--- config.mk ---
export PLATFORM = sky130hd
export DESIGN_NAME = fetch_controller
export DESIGN_NICKNAME = d
export VERILOG_FILES = /design/src/rtl/pipeline_pkg.sv /design/src/rtl/fetch_hold_buf.sv /design/src/rtl/fetch_controller.sv
export SDC_FILE = /design/constraint.sdc
export NUM_CORES = 1
export LEC_CHECK = 0
export ABC_AREA = 1
export BUFFER_PORTS_ARGS = -buffer_cell sky130_fd_sc_hd__buf_2
export CORE_MARGIN = 5
export CORE_UTILIZATION = 56
export DETAILED_ROUTE_END_ITERATION = 6
export PLACE_DENSITY = 0.83
export SETUP_SLACK_MARGIN = 0.02
export SLEW_MARGIN = 20
export SYNTH_ARGS = -nofsm -noshare
export SYNTH_HDL_FRONTEND = slang
export SYNTH_SLANG_ARGS = --single-unit
--- constraint.sdc ---
create_clock -name clk -period 4.67 [get_ports clk]
set_input_delay 0 -clock clk [delete_from_list [all_inputs] [get_ports clk]]
set_output_delay 0 -clock clk [all_outputs]
set_load 0.05 [all_outputs]
--- src/rtl/pipeline_pkg.sv ---
// Shared pipeline types and defaults: fetch FSM state encoding and
// the address/data widths and reset PC used by the fetch front end.
`default_nettype none

package pipeline_pkg;

  localparam int PIPE_ADDR_W = 32;
  localparam int PIPE_DATA_W = 32;
  localparam logic [PIPE_ADDR_W-1:0] PIPE_RESET_PC = '0;

  typedef enum logic [1:0] {
    BOOT  = 2'd0,
    FETCH = 2'd1,
    WAIT  = 2'd2,
    HOLD  = 2'd3
  } fetch_state_t;

endpackage

`default_nettype wire

--- src/rtl/fetch_hold_buf.sv ---
// Single-entry skid register that parks a fetched instruction and its PC
// while the IF/ID stage is stalled.
`default_nettype none

module fetch_hold_buf
  import pipeline_pkg::*;
#(
  parameter int ADDR_W = PIPE_ADDR_W,
  parameter int DATA_W = PIPE_DATA_W
) (
  input  logic              clk,
  input  logic              rst,
  input  logic              i_load,
  input  logic              i_clear,
  input  logic [DATA_W-1:0] i_instr,
  input  logic [ADDR_W-1:0] i_pc,
  output logic              o_valid,
  output logic [DATA_W-1:0] o_instr,
  output logic [ADDR_W-1:0] o_pc
);

  logic              r_valid;
  logic [DATA_W-1:0] r_instr;
  logic [ADDR_W-1:0] r_pc;

  // Load has priority so a same-cycle clear cannot lose a fresh capture.
  always_ff @(posedge clk or posedge rst) begin
    if (rst) begin
      r_valid <= 1'b0;
      r_instr <= '0;
      r_pc    <= '0;
    end else if (i_load) begin
      r_valid <= 1'b1;
      r_instr <= i_instr;
      r_pc    <= i_pc;
    end else if (i_clear) begin
      r_valid <= 1'b0;
    end
  end

  assign o_valid = r_valid;
  assign o_instr = r_instr;
  assign o_pc    = r_pc;

endmodule

`default_nettype wire

--- src/rtl/fetch_controller.sv ---
// Instruction-fetch sequencer: owns the fetch PC, runs the imem req/ready
// handshake, and applies stalls, branch/jump redirects and pipeline flushes.
`default_nettype none

module fetch_controller
  import pipeline_pkg::*;
#(
  parameter int                ADDR_W   = PIPE_ADDR_W,
  parameter int                DATA_W   = PIPE_DATA_W,
  parameter logic [ADDR_W-1:0] RESET_PC = ADDR_W'(PIPE_RESET_PC)
) (
  input  logic              clk,
  input  logic              rst,
  input  logic              stall,
  input  logic              branch_taken,
  input  logic [ADDR_W-1:0] branch_target,
  input  logic              jump,
  input  logic [ADDR_W-1:0] jump_target,
  output logic              imem_req,
  output logic [ADDR_W-1:0] imem_addr,
  input  logic              imem_ready,
  input  logic [DATA_W-1:0] imem_rdata,
  output logic              if_valid,
  output logic [DATA_W-1:0] if_instr,
  output logic [ADDR_W-1:0] if_pc,
  output logic              flush_if_id,
  output logic              flush_id_ex
);

  fetch_state_t      r_state;
  logic [ADDR_W-1:0] r_pc;
  logic              r_squash;
  logic [ADDR_W-1:0] r_pend_target;

  logic              w_redirect;
  logic [ADDR_W-1:0] w_target;
  logic [ADDR_W-1:0] w_pc_inc;
  logic              w_buf_load;
  logic              w_buf_clear;
  logic              w_buf_valid;
  logic [DATA_W-1:0] w_buf_instr;
  logic [ADDR_W-1:0] w_buf_pc;

  assign w_redirect  = branch_taken | jump;
  assign w_target    = branch_taken ? branch_target : jump_target;
  assign w_pc_inc    = r_pc + ADDR_W'(1);
  assign flush_if_id = w_redirect;
  assign flush_id_ex = branch_taken;
  assign imem_addr   = r_pc;

  fetch_hold_buf #(
    .ADDR_W (ADDR_W),
    .DATA_W (DATA_W)
  ) u_hold_buf (
    .clk     (clk),
    .rst     (rst),
    .i_load  (w_buf_load),
    .i_clear (w_buf_clear),
    .i_instr (imem_rdata),
    .i_pc    (r_pc),
    .o_valid (w_buf_valid),
    .o_instr (w_buf_instr),
    .o_pc    (w_buf_pc)
  );

  always_comb begin
    imem_req    = 1'b0;
    if_valid    = 1'b0;
    if_instr    = imem_rdata;
    if_pc       = r_pc;
    w_buf_load  = 1'b0;
    w_buf_clear = 1'b0;
    case (r_state)
      FETCH: begin
        imem_req = !stall;
        if_valid = !stall && imem_ready && !w_redirect;
      end
      WAIT: begin
        // Request stays up through stalls; a stalled return is parked.
        imem_req = 1'b1;
        if (imem_ready && !r_squash && !w_redirect) begin
          if_valid   = !stall;
          w_buf_load = stall;
        end
      end
      HOLD: begin
        if_instr = w_buf_instr;
        if_pc    = w_buf_pc;
        if (w_redirect) begin
          w_buf_clear = 1'b1;
        end else if (!stall) begin
          if_valid    = w_buf_valid;
          w_buf_clear = 1'b1;
        end
      end
      default: begin
        imem_req = 1'b0;
      end
    endcase
  end

  always_ff @(posedge clk or posedge rst) begin
    if (rst) begin
      r_state       <= BOOT;
      r_pc          <= RESET_PC;
      r_squash      <= 1'b0;
      r_pend_target <= '0;
    end else begin
      case (r_state)
        BOOT: r_state <= FETCH;
        FETCH: begin
          if (stall) begin
            if (w_redirect) r_pc <= w_target;
          end else if (imem_ready) begin
            r_pc <= w_redirect ? w_target : w_pc_inc;
          end else begin
            // Request issued but not returned: the word in flight is squashed
            // later if a redirect arrived alongside it.
            r_state       <= WAIT;
            r_squash      <= w_redirect;
            r_pend_target <= w_target;
          end
        end
        WAIT: begin
          if (!imem_ready) begin
            if (w_redirect) begin
              r_squash      <= 1'b1;
              r_pend_target <= w_target;
            end
          end else if (r_squash || w_redirect) begin
            r_pc     <= w_redirect ? w_target : r_pend_target;
            r_squash <= 1'b0;
            r_state  <= FETCH;
          end else begin
            r_pc    <= w_pc_inc;
            r_state <= stall ? HOLD : FETCH;
          end
        end
        HOLD: begin
          if (w_redirect) begin
            r_pc    <= w_target;
            r_state <= FETCH;
          end else if (!stall) begin
            r_state <= FETCH;
          end
        end
        default: r_state <= BOOT;
      endcase
    end
  end

endmodule

`default_nettype wire

==> impl_summary.log <==
[metrics] VDD IR max: 0.000357 V
[metrics] critical path endpoint category: primary output
[metrics] result of the run: finished, violations left
[metrics] CP max stage delay: 0.55 ns
[metrics] kind of cell adding the most delay to the critical path: buffers and inverters
[metrics] PortBufs: 201
[metrics] final weighted congestion of routability-driven global placement: 0.993
[metrics] number of distinct library cells after synthesis: 45
[metrics] clock latency reported for the late side of the worst-skew pair: 0.44 ns
[metrics] Startpoint Class: flop
[metrics] number of cells in the finished layout apart from fillers: 1870
[metrics] Final Routed Wirelength: 30400 um
[metrics] instance count after placement with tap cells included: 1789
[metrics] number of max-capacitance violations reported: 0
[metrics] Core Box Area: 0.0164 mm2
[metrics] cell type with the highest occurrence count on the critical path: sky130_fd_sc_hd__inv_1
[metrics] number of setup violations in the final report: 0
[metrics] Lkg Pwr: 5.69 nW
[metrics] total power consumption of the routed design: 8.33 mW
[metrics] number of global-route vias before repair: 9386
[metrics] Syn Area/Cell: 6.41 um2
[metrics] cell with the largest stage delay on the worst path: sky130_fd_sc_hd__ha_2
[metrics] required time of the worst setup path: 4.67 ns
[metrics] Max Fanout on Critical Path: 29
[metrics] class of the most critical setup path: reg2out
[metrics] total global routing track utilization: 31.0%
[metrics] H-tree level count: 4
[metrics] number of routed nets with antenna violations: 0
[metrics] worst-path cell chain: inv_1, ha_2, inv_1, nor2_4, nand2_1, a311oi_1, buf_2
[metrics] Die Y-Extent: 139 um
[metrics] synthesized netlist cell count: 1443
[metrics] power per unit of standard cell area: 733 mW/mm2
[metrics] DRC violation count after routing: 0
[metrics] top post-synthesis cells by area: sky130_fd_sc_hd__dfrtp_1, sky130_fd_sc_hd__nand2_1, sky130_fd_sc_hd__o21ai_0
[metrics] Synth Register Bits: 132
[metrics] initial standard-cell utilization of the core: 56.4%
[metrics] clock-pin transition on the worst setup and hold timing paths: 0.06 ns
[metrics] final worst path period share: 64.6%
[metrics] clock tree buffer depth: 2
[metrics] final total negative setup slack: 0 ns
[metrics] worst-case headroom to the max-slew limit: 24.2%
[metrics] Placement Rows: 47
[metrics] CP startpoint: r_state[0]
[metrics] vias per cell: 5.59
[metrics] Mapped Area: 0.00926 mm2
[metrics] Synth warnings: 0
[metrics] router iterations before antenna repair: 6
[metrics] post-detailed-placement half-perimeter wirelength: 20500 um
[metrics] max-slew violation count: 0
[metrics] routed wirelength normalized by instance count: 16.2 um
[metrics] synthesis-to-layout area growth: 22.7%
[metrics] routed vias: 10400
[metrics] DIE AREA: 0.0192 mm2
[metrics] area share of the leading cell type in the synthesized netlist: 35.7%
[metrics] number of buffers and inverters on the critical path: 3
[metrics] GR Overflow Total: 0
[metrics] first-pass GRT wire length: 49000 um
[metrics] startpoint of the most critical register-to-register path: r_state[0]
[metrics] Num Clock Sinks: 132
[metrics] type of the most critical hold path: in2reg
[metrics] Crit path arrival time: 3.02 ns
[metrics] unrepaired setup endpoints after global routing: false
[metrics] TritonCTS clock tree: yes
[metrics] number of nets in the layout: 1745
[metrics] WHS: -0.00456 ns
[metrics] initial detailed-routing violation count: 1323
[metrics] layout cells sized above 1: 17.0%
[metrics] CTS Buf Count: 17
[metrics] Synth Net Count: 1551
[metrics] Min Clock Period, post-route: 3.02 ns
[metrics] maximum number of pins on one net before global-route repair: 130
[metrics] Filler cells: 1391
[metrics] final hold violations: 2
[metrics] fmax: 0.332 GHz
[metrics] failing checks: negative hold slack
[metrics] total inserted antenna cells: 0
[metrics] sequential fraction of the synthesis area: 35.7%
[metrics] post-route clock skew: 0.00950 ns
[metrics] Resize count post-CTS: 0
[metrics] antenna violations before repair: 0
[metrics] Boundary Pins: 202
[metrics] Clock Tree Root: sky130_fd_sc_hd__clkbuf_16
[metrics] worst-margin pin slew: 1.13 ns
[metrics] die outline width: 139 um
[metrics] cell accounting for the most synthesized area: sky130_fd_sc_hd__dfrtp_1
[metrics] source of the worst hold timing path: branch_target[12]
==> registers in the layout, summed over array words and instances (netlist names) <==
signal and cells:
imem_addr 32, r_pend_target 32, r_squash 1, r_state 2, u_hold_buf.o_instr 32, u_hold_buf.o_pc 32
u_hold_buf.o_valid 1
==> metal layers <==
layer | routed length, um | share of wire (%) | global-route usage, % | vias up
met5 | 0 | 0 | 0 | -
met4 | 1060 | 3.5 | 12.2 | 0
met3 | 3730 | 12 | 8.52 | 92
met2 | 12900 | 43 | 44.4 | 692
met1 | 12600 | 42 | 44.6 | 4618
li1 | - | - | - | 5047
==> synth_stat cells, drive strengths merged <==
cell	number
a31oi	8
o221ai	1
o21bai	3
ha	6
and2	8
o22ai	27
a311oi	1
or2	2
nand4	5
a21oi	63
o21ai	235
a211oi	1
mux2	1
nor3	10
o21a	4
o22a	2
o31ai	1
a32oi	1
inv	133
a21o	1
xor2	13
nand2	517
o211ai	9
nand3	56
dfrtp	132
buf	54
clkbuf	33
a21boi	1
nor2	115
==> path summary, 6_finish.rpt <==
path	cells after the start	to	slack (ns)
max	7	if_valid	1.65
min	5	r_pend_target[12]	-0.005
max reg2reg	8	imem_addr[16]	1.81
min reg2reg	2	u_hold_buf.o_instr[20]	0.49
max in group asynchronous	4	imem_addr[18]	3.42
min in group asynchronous	3	u_hold_buf.o_instr[14]	0.21
==> through the flow <==
step | hold WS (ns) | worst slack (ns) | utilization, % | area [um2]
floorplan | 0.148 | 1.14 | - | 9260
global placement | 0.118 | 1.95 | 62.5 | 10200
detailed placement | 0.113 | 1.81 | 62.5 | 10200
CTS | 0.00220 | 1.66 | 69.2 | 11400
global route | 0.0400 | 1.45 | 69.2 | 11400
finish | -0.00456 | 1.65 | 69.2 | 11400
==> cells by family after synthesis <==
logic type | share of synthesized area [%]
buffers and inverters | 9.91
DFF | 35.7
muxes | 0.122
and+or+nand+nor | 31.4
adders and majority gates | 0.811
xor gates and xnor gates | 1.31
AOI/OAI and AO/OA | 20.7
==> area by class of cell <==
cell class	count	area (um2)	area share [%]
clock inverters	14	178	1.56
multi-input cells	1091	5070	44.6
flip-flops and latches	132	3300	29.1
well taps	220	275	2.42
clock buffers	18	439	3.87
inverters	133	504	4.44
repair buffers	262	1590	14.0
==> report_power, final <==
part	internal (mW)	switching, mW	total (mW)
Sequential	1.62	0.460	2.08
Combinational	1.24	3.60	4.84
Clock	0.858	0.549	1.41
==> worst reg2reg max path, stage by stage, from the launching register on <==
cell	delay [ns]
sky130_fd_sc_hd__dfrtp_1	0.45
sky130_fd_sc_hd__inv_1	0.11
sky130_fd_sc_hd__ha_2	0.55
sky130_fd_sc_hd__inv_1	0.41
sky130_fd_sc_hd__nor2_4	0.31
sky130_fd_sc_hd__inv_1	0.39
sky130_fd_sc_hd__nand2_1	0.20
sky130_fd_sc_hd__o21ai_0	0.15
sky130_fd_sc_hd__a21oi_2	0.21
==> what timing repair did <==
item                                   in CTS  in global routing
buffers inserted                            0                  0
endpoints found under the hold margin      85                  0
hold buffers                               49                  0
==> cell usage in the layout (no fill, tap or decap), drive strengths merged <==
cell type,n
nand2,517
o21ai,235
buf,213
inv,135
dfrtp,132
nor2,115
a21oi,63
nand3,56
dlygate4sd3,49
o22ai,27
clkbuf,18
xor2,13
nor3,10
o211ai,9
a31oi,8
and2,8
ha,6
nand4,5
clkinv,5
o21a,4
clkinvlp,4
o21bai,3
bufinv,3
o22a,2
or2,2
a211oi,1
a21o,1
o31ai,1
o221ai,1
a32oi,1
a311oi,1
a21boi,1
mux2,1
(Power assumes the default switching activity.)
